`src/rtl/gpu_regfile_pkg.sv`:
```
//------------------------------------------------------------------------------
// Module   : gpu_regfile_pkg
// Brief    : Shared select indices, CTRL/STAT field positions, FSM encoding
//            and opcodes for the HPS-to-card register file.
// Revision : 1.0 - initial release
//------------------------------------------------------------------------------
`default_nettype none

package gpu_regfile_pkg;

  localparam int C_SEL_W      = 6;
  localparam int C_SEL_CTRL_H = 0;
  localparam int C_SEL_STAT_C = 1;
  localparam int C_SEL_ADDR_H = 2;
  localparam int C_SEL_DATA_H = 3;
  localparam int C_SEL_DATA_C = 4;
  localparam int C_SEL_RSVD   = 5;

  localparam int C_CTRL_GO     = 0;
  localparam int C_CTRL_OP_LSB = 1;
  localparam int C_CTRL_OP_MSB = 3;
  localparam int C_CTRL_IRQ_EN = 4;
  localparam int C_CTRL_CLR    = 5;

  localparam int C_STAT_BUSY     = 0;
  localparam int C_STAT_DONE     = 1;
  localparam int C_STAT_ERR      = 2;
  localparam int C_STAT_TIMEOUT  = 3;
  localparam int C_STAT_CODE_LSB = 8;
  localparam int C_STAT_CODE_MSB = 15;

  typedef enum logic [1:0] {
    ST_IDLE  = 2'd0,
    ST_ISSUE = 2'd1,
    ST_RESP  = 2'd2,
    ST_DONE  = 2'd3
  } fsm_state_t;

  localparam logic [2:0] C_OP_NOP   = 3'd0;
  localparam logic [2:0] C_OP_READ  = 3'd1;
  localparam logic [2:0] C_OP_WRITE = 3'd2;
  localparam logic [2:0] C_OP_FILL  = 3'd3;

  // Only a single set bit among the five implemented registers is a legal access.
  function automatic logic sel_is_valid(input logic [C_SEL_W-1:0] s);
    return !s[C_SEL_RSVD] && $onehot(s[4:0]);
  endfunction

endpackage

`default_nettype wire

```
`src/rtl/card_cmd_fsm.sv`:
```
//------------------------------------------------------------------------------
// Module   : card_cmd_fsm
// Brief    : Command sequencer toward the GPU card: valid/ready issue, response
//            capture, completion irq. Optional timeout under REGFILE_TIMEOUT_EN.
// Revision : 1.0 - initial release
//------------------------------------------------------------------------------
`default_nettype none

module card_cmd_fsm
  import gpu_regfile_pkg::*;
#(
  parameter int DATA_W = 32
`ifdef REGFILE_TIMEOUT_EN
  , parameter int TIMEOUT_CYCLES = 1024
`endif
) (
  input  logic              clk,
  input  logic              reset_n,
  input  logic              go,
  input  logic              clr,
  input  logic [2:0]        op_in,
  input  logic [DATA_W-1:0] addr_in,
  input  logic [DATA_W-1:0] data_in,
  input  logic              irq_en,
  input  logic              cmd_ready,
  input  logic              resp_valid,
  input  logic [7:0]        resp_code,
  input  logic [DATA_W-1:0] resp_data,
  output logic              cmd_valid,
  output logic [2:0]        cmd_op,
  output logic [DATA_W-1:0] cmd_addr,
  output logic [DATA_W-1:0] cmd_data,
  output logic              busy,
  output logic              done,
  output logic              timeout,
  output logic [7:0]        stat_code,
  output logic [DATA_W-1:0] resp_word,
  output logic              irq
);

  fsm_state_t        r_state;
  logic              r_cmd_valid;
  logic [2:0]        r_cmd_op;
  logic [DATA_W-1:0] r_cmd_addr;
  logic [DATA_W-1:0] r_cmd_data;
  logic              r_done;
  logic              r_timeout;
  logic              r_irq;
  logic [7:0]        r_code;
  logic [DATA_W-1:0] r_resp_word;
  logic              w_busy;
  logic              w_expire;

  assign w_busy = (r_state == ST_ISSUE) || (r_state == ST_RESP);

`ifdef REGFILE_TIMEOUT_EN
  localparam int CW = (TIMEOUT_CYCLES > 1) ? $clog2(TIMEOUT_CYCLES) : 1;
  localparam logic [CW-1:0] C_CNT_LAST = CW'(TIMEOUT_CYCLES - 1);

  logic [CW-1:0] r_cnt;

  // Counter sits at zero outside ISSUE/RESP, so every command starts fresh.
  always_ff @(posedge clk) begin
    if (!reset_n || !w_busy) r_cnt <= '0;
    else                     r_cnt <= r_cnt + 1'b1;
  end

  assign w_expire = w_busy && (r_cnt == C_CNT_LAST);
`else
  assign w_expire = 1'b0;
`endif

  always_ff @(posedge clk) begin
    if (!reset_n) begin
      r_state     <= ST_IDLE;
      r_cmd_valid <= 1'b0;
      r_cmd_op    <= '0;
      r_cmd_addr  <= '0;
      r_cmd_data  <= '0;
      r_done      <= 1'b0;
      r_timeout   <= 1'b0;
      r_irq       <= 1'b0;
      r_code      <= '0;
      r_resp_word <= '0;
    end else begin
      if (clr) begin
        r_done    <= 1'b0;
        r_timeout <= 1'b0;
        r_irq     <= 1'b0;
      end
      unique case (r_state)
        ST_IDLE, ST_DONE: begin
          if (go) begin
            r_cmd_op    <= op_in;
            r_cmd_addr  <= addr_in;
            r_cmd_data  <= data_in;
            r_cmd_valid <= 1'b1;
            r_done      <= 1'b0;
            r_state     <= ST_ISSUE;
          end else if (clr) begin
            r_state <= ST_IDLE;
          end
        end
        ST_ISSUE: begin
          if (cmd_ready) begin
            r_cmd_valid <= 1'b0;
            r_state     <= ST_RESP;
          end
        end
        ST_RESP: begin
          if (resp_valid && !w_expire) begin
            r_resp_word <= resp_data;
            r_code      <= resp_code;
            r_done      <= 1'b1;
            if (irq_en) r_irq <= 1'b1;
            r_state     <= ST_DONE;
          end
        end
        default: r_state <= ST_IDLE;
      endcase
      // Expiry overrides any handshake progress in the same cycle.
      if (w_expire) begin
        r_cmd_valid <= 1'b0;
        r_done      <= 1'b1;
        r_timeout   <= 1'b1;
        if (irq_en) r_irq <= 1'b1;
        r_state     <= ST_DONE;
      end
    end
  end

  assign cmd_valid = r_cmd_valid;
  assign cmd_op    = r_cmd_op;
  assign cmd_addr  = r_cmd_addr;
  assign cmd_data  = r_cmd_data;
  assign busy      = w_busy;
  assign done      = r_done;
  assign timeout   = r_timeout;
  assign stat_code = r_code;
  assign resp_word = r_resp_word;
  assign irq       = r_irq;

endmodule

`default_nettype wire

```
`src/rtl/hps_card_regfile.sv`:
```
//------------------------------------------------------------------------------
// Module   : hps_card_regfile
// Brief    : HPS register file (CTRL/STAT/ADDR/DATA/DATA_C) with readback path,
//            driving card_cmd_fsm. Timeout feature under REGFILE_TIMEOUT_EN.
// Revision : 1.0 - initial release
//------------------------------------------------------------------------------
`default_nettype none

module hps_card_regfile
  import gpu_regfile_pkg::*;
#(
  parameter int DATA_W = 32
`ifdef REGFILE_TIMEOUT_EN
  , parameter int TIMEOUT_CYCLES = 1024
`endif
) (
  input  logic               clk,
  input  logic               reset_n,
  input  logic [C_SEL_W-1:0] sel,
  input  logic               wr,
  input  logic               rd,
  input  logic [DATA_W-1:0]  writedata,
  output logic [DATA_W-1:0]  readdata,
  output logic               readdatavalid,
  output logic               cmd_valid,
  input  logic               cmd_ready,
  output logic [2:0]         cmd_op,
  output logic [DATA_W-1:0]  cmd_addr,
  output logic [DATA_W-1:0]  cmd_data,
  input  logic               resp_valid,
  input  logic [7:0]         resp_code,
  input  logic [DATA_W-1:0]  resp_data,
  output logic               irq
);

  logic              w_sel_ok;
  logic              w_wr;
  logic              w_ctrl_wr;
  logic              w_go;
  logic              w_clr;
  logic              w_busy;
  logic              w_done;
  logic              w_timeout;
  logic [7:0]        w_code;
  logic [DATA_W-1:0] w_data_c;
  logic [DATA_W-1:0] w_ctrl;
  logic [DATA_W-1:0] w_stat;
  logic [DATA_W-1:0] w_rd_word;

  logic [2:0]        r_op;
  logic              r_irq_en;
  logic              r_err;
  logic [DATA_W-1:0] r_addr_h;
  logic [DATA_W-1:0] r_data_h;
  logic [DATA_W-1:0] r_readdata;
  logic              r_readdatavalid;

  assign w_sel_ok  = sel_is_valid(sel);
  assign w_wr      = wr && w_sel_ok;
  assign w_ctrl_wr = w_wr && sel[C_SEL_CTRL_H];
  assign w_go      = w_ctrl_wr && writedata[C_CTRL_GO];
  assign w_clr     = w_ctrl_wr && writedata[C_CTRL_CLR];

  always_comb begin
    w_ctrl = '0;
    w_ctrl[C_CTRL_OP_MSB:C_CTRL_OP_LSB] = r_op;
    w_ctrl[C_CTRL_IRQ_EN]               = r_irq_en;

    w_stat = '0;
    w_stat[C_STAT_BUSY]                     = w_busy;
    w_stat[C_STAT_DONE]                     = w_done;
    w_stat[C_STAT_ERR]                      = r_err;
    w_stat[C_STAT_TIMEOUT]                  = w_timeout;
    w_stat[C_STAT_CODE_MSB:C_STAT_CODE_LSB] = w_code;

    w_rd_word = '0;
    if (w_sel_ok) begin
      if      (sel[C_SEL_CTRL_H]) w_rd_word = w_ctrl;
      else if (sel[C_SEL_STAT_C]) w_rd_word = w_stat;
      else if (sel[C_SEL_ADDR_H]) w_rd_word = r_addr_h;
      else if (sel[C_SEL_DATA_H]) w_rd_word = r_data_h;
      else                        w_rd_word = w_data_c;
    end
  end

  always_ff @(posedge clk) begin
    if (!reset_n) begin
      r_op            <= '0;
      r_irq_en        <= 1'b0;
      r_err           <= 1'b0;
      r_addr_h        <= '0;
      r_data_h        <= '0;
      r_readdata      <= '0;
      r_readdatavalid <= 1'b0;
    end else begin
      if (w_ctrl_wr) begin
        r_op     <= writedata[C_CTRL_OP_MSB:C_CTRL_OP_LSB];
        r_irq_en <= writedata[C_CTRL_IRQ_EN];
      end
      // Command operands are frozen while a command is in flight.
      if (w_wr && sel[C_SEL_ADDR_H] && !w_busy) r_addr_h <= writedata;
      if (w_wr && sel[C_SEL_DATA_H] && !w_busy) r_data_h <= writedata;
      if (w_clr) r_err <= 1'b0;
      if (w_busy && (w_go || (w_wr && (sel[C_SEL_ADDR_H] || sel[C_SEL_DATA_H]))))
        r_err <= 1'b1;
      r_readdatavalid <= rd;
      r_readdata      <= rd ? w_rd_word : '0;
    end
  end

  card_cmd_fsm #(
    .DATA_W         (DATA_W)
`ifdef REGFILE_TIMEOUT_EN
    , .TIMEOUT_CYCLES (TIMEOUT_CYCLES)
`endif
  ) u_fsm (
    .clk        (clk),
    .reset_n    (reset_n),
    .go         (w_go),
    .clr        (w_clr),
    .op_in      (writedata[C_CTRL_OP_MSB:C_CTRL_OP_LSB]),
    .addr_in    (r_addr_h),
    .data_in    (r_data_h),
    .irq_en     (r_irq_en),
    .cmd_ready  (cmd_ready),
    .resp_valid (resp_valid),
    .resp_code  (resp_code),
    .resp_data  (resp_data),
    .cmd_valid  (cmd_valid),
    .cmd_op     (cmd_op),
    .cmd_addr   (cmd_addr),
    .cmd_data   (cmd_data),
    .busy       (w_busy),
    .done       (w_done),
    .timeout    (w_timeout),
    .stat_code  (w_code),
    .resp_word  (w_data_c),
    .irq        (irq)
  );

  assign readdata      = r_readdata;
  assign readdatavalid = r_readdatavalid;

endmodule

`default_nettype wire

```
`config.mk`:
```
export PLATFORM = sky130hd
export DESIGN_NAME = hps_card_regfile
export DESIGN_NICKNAME = d
export VERILOG_FILES = /design/src/rtl/gpu_regfile_pkg.sv /design/src/rtl/card_cmd_fsm.sv /design/src/rtl/hps_card_regfile.sv
export SDC_FILE = /design/constraint.sdc
export NUM_CORES = 1
export LEC_CHECK = 0
export ABC_AREA = 1
export CORE_MARGIN = 1
export CORE_UTILIZATION = 47
export CTS_BUF_LIST = sky130_fd_sc_hd__clkbuf_4
export DETAILED_ROUTE_END_ITERATION = 6
export PLACE_DENSITY = 0.85
export SYNTH_ARGS = -nofsm -noshare
export SYNTH_HDL_FRONTEND = slang
export SYNTH_SLANG_ARGS = --single-unit
```
`constraint.sdc`:
```
create_clock -name clk -period 3.8 [get_ports clk]
set_input_delay 1.14 -clock clk [delete_from_list [all_inputs] [get_ports clk]]
set_output_delay 1.14 -clock clk [all_outputs]
set_load 0.005 [all_outputs]
```
==> flow_metrics.py, run 1 <==
metrics = {
    "status": {
        "status": "completed",
    },
    "worst_setup_path": {
        "criticalPathCategory": "primary input to flop",
        "regToRegStartpoint": "u_fsm.r_state[0]",
        "startpoint_type": "primary input",
        "critPathCaptureType": "flop",
        "crit_required_ns": 4.33,
        "startpoint": "sel[1]",
        "cp.arrival_ns": 4.02,
        "cp_max_fo": 9,
    },
    "detailed_routing": {
        "finalWirelength_um": 22700,
        "drc": 0,
        "ant_nets": 0,
        "firstDrtPassIters": 6,
        "viasPerCell": 5.20,
        "drt_iter0_markers": 574,
        "wl_per_cell_um": 15.3,
        "num_vias": 7735,
    },
    "clocking": {
        "cts_root_buf": "clkbuf_4",
        "cts_buffers": 52,
        "cts_setup_buffers": 0,
        "clk_pin_slew_ns": 0.06,
        "cts_tree": "built",
        "ctsHoldBuffers": 0,
        "cts.htree.levels": 2,
        "cts.path.max_buffers": 3,
        "clk_latency_ns": 0.66,
        "clock-sinks": 214,
        "ctsResizeCount": 0,
    },
    "place": {
        "placed_cell_area_um2": 10200,
        "hpwl_um": 15900,
        "portBuffers": 185,
        "place.gp.congestion": 0.901,
    },
    "timing": {
        "max_slew_margin": 0.581,
        "drv_slew": 0,
        "rsz0062_at_grt": "false",
        "max_clock_freq_mhz": 287,
        "finalCritPeriodShare": 0.918,
        "worst_clock_skew_ns": 0.0578,
        "post-route-min-period_ns": 3.49,
        "hold_violations": 0,
        "finalSetupViolCount": 0,
        "tightest_slew_ns": 0.629,
    },
    "yosys": {
        "synth_edf_count": 0,
        "ys_types": 31,
        "synth_area_um2": 8060,
        "syn_inst": 1024,
        "synthFlopType": "dfxtp_1",
        "synthArstFlopShare": 0,
        "yosysSeqAreaShare": 0.532,
        "yosys_register_bits": 214,
        "synth_fp_nets": 1113,
        "syn_area_per_cell_um2": 7.87,
        "ys_warn_count": 0,
    },
    "global_route": {
        "track_usage": 0.257,
        "grt_pass1_wl_um": 36000,
        "grt-ovfl-total": 0,
        "grt_max_degree": 83,
        "grt_pass1_vias": 7258,
        "antenna_found_initial": 2,
    },
    "flow_run": {
        "drv_cap": 0,
    },
    "floorplanning": {
        "die_area_um2": 17700,
        "initial_core_util": 0.484,
        "core_um2": 16600,
        "die_h_um": 133,
        "die_w_um": 133,
        "rows": 47,
        "num_io_pins": 186,
    },
    "power_and_ir_drop": {
        "ir_drop_v": 0.000268,
        "powerDensity_nw_per_um2": 454,
        "total_power_mw": 4.92,
        "p_leak_nw": 3.94,
    },
    "min_path": {
        "hold_path_class": "flop to flop",
        "timing.hold.worst.start": "u_fsm.cmd_data[1]",
    },
    "final_layout": {
        "layout_commonest_cell": "dfxtp_1",
        "drive_gt1_frac": 0.105,
        "design_area_um2": 10800,
        "final_cell_mix": "214 x dfxtp_1, 206 x nor2_1, 183 x clkdlybuf4s50_1, 169 x o21ai_0",
        "syn2layout_area_growth_pct": 34.2,
        "fin_nets": 1320,
        "final_util": 0.650,
    },
}
## cell families (layout without fill, tap and decap cells)
logic type,count (synthesis),count (layout),synth area share
AO/OA/AOI/OAI,330,330,0.221
AND/OR/NAND/NOR,297,297,0.146
flip-flops,214,214,0.532
buffers and inverters,178,419,0.0913
adder cells (fa/ha/maj),5,5,0.00963
other,0,2,0
## area by class of cell
| type | count | area (um2) |
|---|---|---|
| Timing Repair Buffer | 224 | 2200 |
| Sequential cell | 214 | 4280 |
| Clock buffer | 75 | 563 |
| Fill cell | 1424 | 5820 |
| Inverter | 107 | 402 |
| Antenna cell | 2 | 5.00 |
| Tap cell | 220 | 275 |
| Clock inverter | 13 | 50.0 |
| Multi-Input combinational cell | 632 | 3040 |
## flip-flops by register name, indices dropped and copies added, names as in the netlist
register         count
u_fsm.irq            1
r_data_h            32
u_fsm.cmd_valid      1
u_fsm.cmd_op         3
u_fsm.r_state        2
u_fsm.stat_code      8
u_fsm.cmd_addr      32
r_op                 3
r_irq_en             1
readdata            32
readdatavalid        1
r_err                1
u_fsm.resp_word     32
u_fsm.cmd_data      32
r_addr_h            32
u_fsm.done           1
## worst max-delay path, cell delays in order
cell and delay, ns:
clkdlybuf4s50_1 0.48, clkinv_1 0.10, fa_1 0.48, fa_1 0.37, inv_1 0.06, ha_1 0.21
nor2_1 0.19, nand2_1 0.11, buf_4 0.15, nor2_2 0.14, nand2_2 0.12, buf_4 0.21
a211oi_1 0.26
## report_power, final
| part | total, mW | switching, mW | internal (mW) |
|---|---|---|---|
| logic | 0.664 | 0.373 | 0.291 |
| clock network | 1.77 | 0.868 | 0.900 |
| registers | 2.48 | 0.0876 | 2.40 |
## per-stage QoR
step	cells	setup slack [ns]	hold WS (ns)	TNS (ns)
6_report	1487	0.312	0.440	0
5_1_grt	1486	0.0969	0.462	0
4_1_cts	1485	0.373	0.442	0
3_5_place_dp	1397	-0.310	0.437	-37.08
3_3_place_gp	1397	-0.264	0.431	-25.70
2_1_floorplan	1024	0.125	0.425	0
## Yosys cell counts (3+ instances only)
cell type	number	area, um2
nand2_1	66	248
clkbuf_1	52	195
ha_1	3	37.5
or2_2	4	25.0
a21oi_1	102	510
dfxtp_1	214	4280
buf_2	9	45.0
a211oi_1	21	158
o21ai_0	169	846
buf_6	6	67.6
buf_4	3	22.5
o211ai_1	11	82.6
inv_1	102	383
a311oi_1	11	96.3
nor2_1	206	773
o21ai_1	11	55.1
inv_2	4	15.0
nand3_1	13	65.1
## per-layer routing
layer | track usage | vias up | wire length (um)
met3 | 0.0536 | 63 | 1860
met4 | 0.137 | 0 | 850
met2 | 0.415 | 360 | 10700
met5 | 0 | - | 0
li1 | - | 3788 | -
met1 | 0.323 | 3524 | 9290
## path summary, 6_finish.rpt
check                      end  slack, ns  cells past startpoint
max               readdata[27]       0.31                     13
min          u_fsm.cmd_data[1]       0.44                      2
max reg2reg        r_data_h[2]       2.01                      6
min reg2reg  u_fsm.cmd_data[1]       0.44                      2
Power figures use the tool's default switching activity.
==> run 2, diff against run 1 <==
- RECOVER_POWER: default -> 50
==> run 2 against run 1 <==
Effect of this change:
- the run now ends with capacitance limit, slew limit left
- non-clock buffer count stayed put
- final cell count unchanged
- highest routed layer unchanged
- maximum frequency fell by 1.7%
- routed wire length hardly changed
- worst hold slack got worse by 0.0028 ns
- largest cell class unchanged
- combinational power shrank 1%
- first-iteration DRC count down 9.2%
- core utilization down 0.090 points
- die area unchanged
- worst setup slack worse by 0.059 ns
- global-route usage unchanged
- critical path depth unchanged
==> flow_metrics.py, run 2 (same netlist as run 1, synthesis figures left out) <==
metrics = {
    "detailed_routing": {
        "viasPerCell": 5.19,
        "wl_per_cell_um": 15.2,
        "drc": 0,
        "finalWirelength_um": 22700,
        "firstDrtPassIters": 5,
        "drt_iter0_markers": 521,
        "top_layer_used": "met4",
        "ant_nets": 0,
        "wirelength_met1_um": 9080,
        "num_vias": 7719,
        "route.met3.wl_um": 2060,
        "wl_met2_um": 10700,
    },
    "worst_setup_path": {
        "cp.arrival_ns": 4.06,
        "criticalPathCategory": "primary input to flop",
        "reg2reg_slack_ns": 1.04,
        "regToRegStartpoint": "u_fsm.r_state[0]",
        "critPathCaptureType": "flop",
        "worstPathCellList": "clkdlybuf4s50_1, clkinv_1, fa_1, fa_1, inv_1, ha_1, nor2_1, nand3_1, nor2_1, nand3_4, buf_12, o21ai_0, a21oi_1",
        "crit_required_ns": 4.31,
        "cpMaxStageDelayCell": "clkdlybuf4s50_1",
        "cp_max_fo": 64,
        "slowest_delay_ns": 0.48,
        "r2r_end": "u_fsm.resp_word[5]",
        "rr_worst_depth": 6,
        "startpoint_type": "primary input",
    },
    "global_route": {
        "grt_pass1_wl_um": 36000,
        "track_usage": 0.257,
        "grt_pass1_vias": 7258,
        "grt-ovfl-total": 0,
        "grt_max_degree": 83,
        "antenna_found_initial": 2,
    },
    "timing": {
        "finalSetupViolCount": 0,
        "rsz0062_at_grt": "false",
        "finalCritPeriodShare": 0.933,
        "tightest_slew_ns": 1.91,
        "setup_ws_ns": 0.254,
        "setup_tns_ns": 0,
        "hold_violations": 0,
        "post-route-min-period_ns": 3.55,
        "drv_slew": 51,
        "worst_clock_skew_ns": 0.0564,
        "max_clock_freq_mhz": 282,
        "max_slew_margin": -0.272,
    },
    "final_layout": {
        "multiInputGateArea_um2": 3030,
        "drive_gt1_frac": 0.102,
        "layout_commonest_cell": "dfxtp_1",
        "final_util": 0.649,
        "final_cell_mix": "214 x dfxtp_1, 207 x nor2_1, 170 x o21ai_0, 104 x dlygate4sd3_1, 103 x inv_1",
        "n_fill_cell": 1426,
        "syn2layout_area_growth_pct": 34.0,
        "seq_area_um2": 4280,
        "fin_nets": 1320,
    },
    "clocking": {
        "cts_setup_buffers": 0,
        "ctsResizeCount": 0,
        "cts_root_buf": "clkbuf_4",
        "cts.htree.levels": 2,
        "cts_buffers": 52,
        "cts.path.max_buffers": 3,
        "ctsHoldBuffers": 0,
        "cts_tree": "built",
        "clk_pin_slew_ns": 0.06,
        "clk_latency_ns": 0.67,
        "clock-sinks": 214,
    },
    "min_path": {
        "hold_path_class": "flop to flop",
        "worst_hold_path.num_cells": 2,
        "min_to": "u_fsm.cmd_data[1]",
        "timing.hold.worst.start": "u_fsm.cmd_data[1]",
    },
    "floorplanning": {
        "core_um2": 16600,
        "die_w_um": 133,
        "num_io_pins": 186,
        "rows": 47,
        "die_h_um": 133,
        "initial_core_util": 0.484,
        "die_area_um2": 17700,
    },
    "power_and_ir_drop": {
        "ir_drop_v": 0.000265,
        "total_power_mw": 4.91,
        "powerDensity_nw_per_um2": 455,
        "p_leak_nw": 4.30,
    },
    "place": {
        "portBuffers": 185,
        "hpwl_um": 15900,
        "place.gp.congestion": 0.901,
        "place_ws_ns": -0.310,
    },
    "status": {
        "violations": "capacitance limit, slew limit",
        "status": "finished, violations left",
    },
    "flow_run": {
        "drv_cap": 1,
    },
}
==> run 2: cell types whose count changed in the layout (fill, tap and decap cells not counted), sizes merged <==
cell / change
buf: -4
dlygate4sd3: +104
clkdlybuf4s50: -104
clkbuf: +4
==> run 2: metrics by stage <==
step	hold WS, ns	cells	cell area, um2
4_1_cts	0.442	1485	10800
5_1_grt	0.459	1486	10800
6_report	0.438	1487	10800
3_3_place_gp	0.431	1397	10200
3_5_place_dp	0.437	1397	10200
2_1_floorplan	0.425	1024	8060
==> run 2: worst max path at each step <==
stage                    endpoint  depth (start not counted)  slack [ns]   start
2_1_floorplan        r_addr_h[21]                         15        0.12  sel[3]
3_3_place_gp    u_fsm.cmd_addr[8]                         13       -0.26  sel[1]
3_5_place_dp    u_fsm.cmd_addr[8]                         13       -0.31  sel[1]
4_1_cts              readdata[27]                         13        0.37  sel[1]
5_1_grt         u_fsm.cmd_addr[8]                         13        0.07  sel[1]
6_report       u_fsm.cmd_data[29]                         13        0.25  sel[1]
==> run 2: final cells by class <==
| cell class | instances | area share |
|---|---|---|
| repair buffers | 224 | 0.203 |
| well taps | 220 | 0.0255 |
| diodes | 2 | 0.000463 |
| inverters | 107 | 0.0372 |
| flip-flops and latches | 214 | 0.397 |
| clock buffers | 75 | 0.0521 |
| multi-input cells | 632 | 0.281 |
| clock inverters | 13 | 0.00463 |
==> run 2: layer usage <==
metal,vias up,GRT usage
met5,-,0
met4,0,0.137
met3,57,0.0536
met2,391,0.415
met1,3480,0.323
li1,3791,-
==> run 2: critical path, delay by kind of cell <==
family / cells / cell delay, ns
simple gates: 4 / 0.69
buf+inv: 4 / 0.86
compound gates: 2 / 0.28
fa+ha+maj: 3 / 1.06
==> run 2: report_power, final <==
group / leakage (nW) / internal (mW) / switching (mW) / total, mW
combinational: 2.20 / 0.282 / 0.374 / 0.657
sequential: 1.73 / 2.40 / 0.0871 / 2.48
clock: 0.373 / 0.900 / 0.871 / 1.77
total: 4.30 / 3.58 / 1.33 / 4.91
==> edit, RTL diff (flow settings as in run 2) <==
The option `REGFILE_TIMEOUT_EN` is turned on by a define.
--- a/src/rtl/card_cmd_fsm.sv
+++ b/src/rtl/card_cmd_fsm.sv
@@ -5,6 +5,8 @@
 // Revision : 1.0 - initial release
 //------------------------------------------------------------------------------
 `default_nettype none
+
+`define REGFILE_TIMEOUT_EN
 
 module card_cmd_fsm
   import gpu_regfile_pkg::*;
Behaviour: same outputs for any inputs over 4 cycles, from zero or initial values and one cycle with reset_n low; that may be too few to reach the edited logic, so the function may still have changed.
==> edit against run 2 <==
Sequential cell count grew 11; worst hold slack gained 0.0052 ns; maximum frequency grew 0.97%; utilization shrank 1.8 points; routed wire length grew 2.7%; total power grew 3.5%; worst setup slack gained 0.034 ns; area after synthesis grew 7.4%; design area grew 5.3%; critical path type unchanged; largest cell class unchanged; largest power group unchanged.
==> edit: results (changes against run 2) <==
| Metric | Value |
|---|---|
| Outcome | `finished, final reports clean (was complete, but fails checks)` |
| Fin nets | `1401 (was 1320)` |
| I/O Buffers | `185 (unchanged)` |
| Worst-path clk slew | `0.07 ns` |
| Fraction of layout cells with a size suffix above 1 | `9.19% (was 10.2%)` |
| Detailed router's first-iteration violation count | `541 (was 521)` |
| Drt wl/cell | `14.7 µm (was 15.2 µm)` |
| Via Count | `7993 (was 7719)` |
| Int Pwr | `0.00370 W (was 0.00358 W)` |
| Final hold violation count | `0 (unchanged)` |
| VDD IR-drop max | `0.234 mV (was 0.265 mV)` |
| Initial antenna violation count | `1 (was 2)` |
| Synth top area cells | `dfxtp_1 52%, o21ai_0 11%, a21oi_1 8.6% (was dfxtp_1 53%, o21ai_0 10%, nor2_1 9.6%)` |
| Vias in the first global route | `7489 (was 7258)` |
| Total CTS buffers | `56 (was 52)` |
| Unique cell type count in the Yosys netlist | `30 (was 31)` |
| Post-Syn Nets | `1196 (was 1113)` |
| Commonest cells in the synthesized netlist | `225 x dfxtp_1, 197 x o21ai_0, 148 x a21oi_1 (was 214 x dfxtp_1, 206 x nor2_1, 169 x o21ai_0)` |
| Htree depth | `2 (unchanged)` |
| DP HPWL | `16000 µm (was 15900 µm)` |
| Gpl congestion | `0.886 (was 0.901)` |
| Sequential area share after synthesis | `52.0% (was 53.2%)` |
| Worst Path Arrival | `4.10 ns (was 4.06 ns)` |
| PostCTS Resize Cnt | `0 (unchanged)` |
| EDFF count, synth | `0 (unchanged)` |
| Largest net degree at the start of global routing | `152 (was 83)` |
| Clock Tree Root | `clkbuf_4 (unchanged)` |
| Synthesis Warnings | `0 (unchanged)` |
| Dpl cell area | `10800 µm² (was 10200 µm²)` |
| Clk_lat worst skew | `0.66 ns` |
| First-pass GRT wire length | `36400 µm (was 36000 µm)` |
| CTS max path bufs | `3 (unchanged)` |
| Post-CTS Setup Bufs | `0 (unchanged)` |
| Reg2reg setup slack | `0.53 ns (was 1.04 ns)` |
| Async SR Flop Fraction | `0% (unchanged)` |
| Final clock skew | `0.0278 ns (was 0.0564 ns)` |
| CP Max Fanout | `17 (was 64)` |
| Gr usage total | `24.6% (was 25.7%)` |
| Lkg Pwr | `4.66 nW (was 4.30 nW)` |
| HP Class | `reg -> reg (unchanged)` |
| Drt first pass iters | `4 (was 5)` |
| Worst-Margin Slew | `1.40 ns (was 1.91 ns)` |
| Top_reg_cell synth | `dfxtp_1 (unchanged)` |
edit: cell count changes after synthesis, sizes merged, moves of 4 or more:
cell / run 2 / this run
a21oi: 102 / 148
nor2: 209 / 149
a311oi: 11 / 0
buf: 19 / 30
o211ai: 11 / 5
or2: 4 / 0
inv: 106 / 149
nand2: 67 / 92
clkbuf: 52 / 41
nand3: 15 / 19
dfxtp: 214 / 225
o21ai: 180 / 211
edit: cell families after synthesis:
family	count (synthesis)	synth area share, %
AO/OA/AOI/OAI	391	23.5
adder cells (fa/ha/maj)	6	1.04
buffers and inverters	222	10.9
flip-flops	225	52.0
AND/OR/NAND/NOR	262	12.5
edit: area by class of cell:
class	instances	area, µm²
fillers	1590	6650
flip-flops and latches	225	4500
multi-input cells	659	3180
repair buffers	218	2170
clock buffers	77	578
inverters	151	567
well taps	229	287
clock inverters	20	78.8
diodes	1	2.50
edit: path summary, 6_finish.rpt:
path | from | end | depth (start not counted)
setup reg to reg | u_fsm.r_state[0] | u_fsm.resp_word[17] | 8
setup / recovery | sel[0] | r_data_h[5] | 14
hold reg to reg | u_fsm.cmd_op[2] | u_fsm.cmd_op[2] | 2
hold / removal | u_fsm.cmd_op[2] | u_fsm.cmd_op[2] | 2
edit: layer usage:
metal	GRT usage, %	wire length, µm	share of wire (%)	vias to the layer above
met2	41.1	11200	48	286
met3	5.67	1710	7.3	37
met5	0	0	0	-
li1	-	-	-	4035
met4	10.9	585	2.5	0
met1	30.2	9840	42	3635
edit: power by group through the flow:
| stage | Sequential, W | Clock [W] | Combinational (W) |
|---|---|---|---|
| after floorplan | 0.00260 | 0 | 0.000406 |
| after global placement | 0.00262 | 0 | 0.000633 |
| after detailed placement | 0.00262 | 0 | 0.000654 |
| after CTS | 0.00257 | 0.00191 | 0.000658 |
| after global routing | 0.00258 | 0.00205 | 0.000726 |
| final | 0.00257 | 0.00187 | 0.000644 |
edit: per-stage QoR:
step | hold WS [ns] | std cells | setup TNS (ns) | utilization [%] | worst slack [ns]
2_1_floorplan | 0.418 | 1106 | 0 | - | 0.0476
3_3_place_gp | 0.429 | 1482 | -14.79 | 59.7 | -0.196
3_5_place_dp | 0.437 | 1482 | -25.78 | 59.7 | -0.298
4_1_cts | 0.448 | 1579 | 0 | 63.3 | 0.407
5_1_grt | 0.456 | 1580 | 0 | 63.1 | 0.121
6_report | 0.443 | 1580 | 0 | 63.1 | 0.288
edit: worst max-delay path, cell delays in order:
cell,delay [ns]
dlygate4sd3_1,0.57
inv_1,0.09
fa_1,0.49
fa_1,0.38
inv_1,0.07
ha_1,0.23
nor2_2,0.14
nand3_2,0.11
inv_2,0.08
nand2_1,0.08
nor2_2,0.22
buf_4,0.26
o21ai_0,0.11
nor2_1,0.14
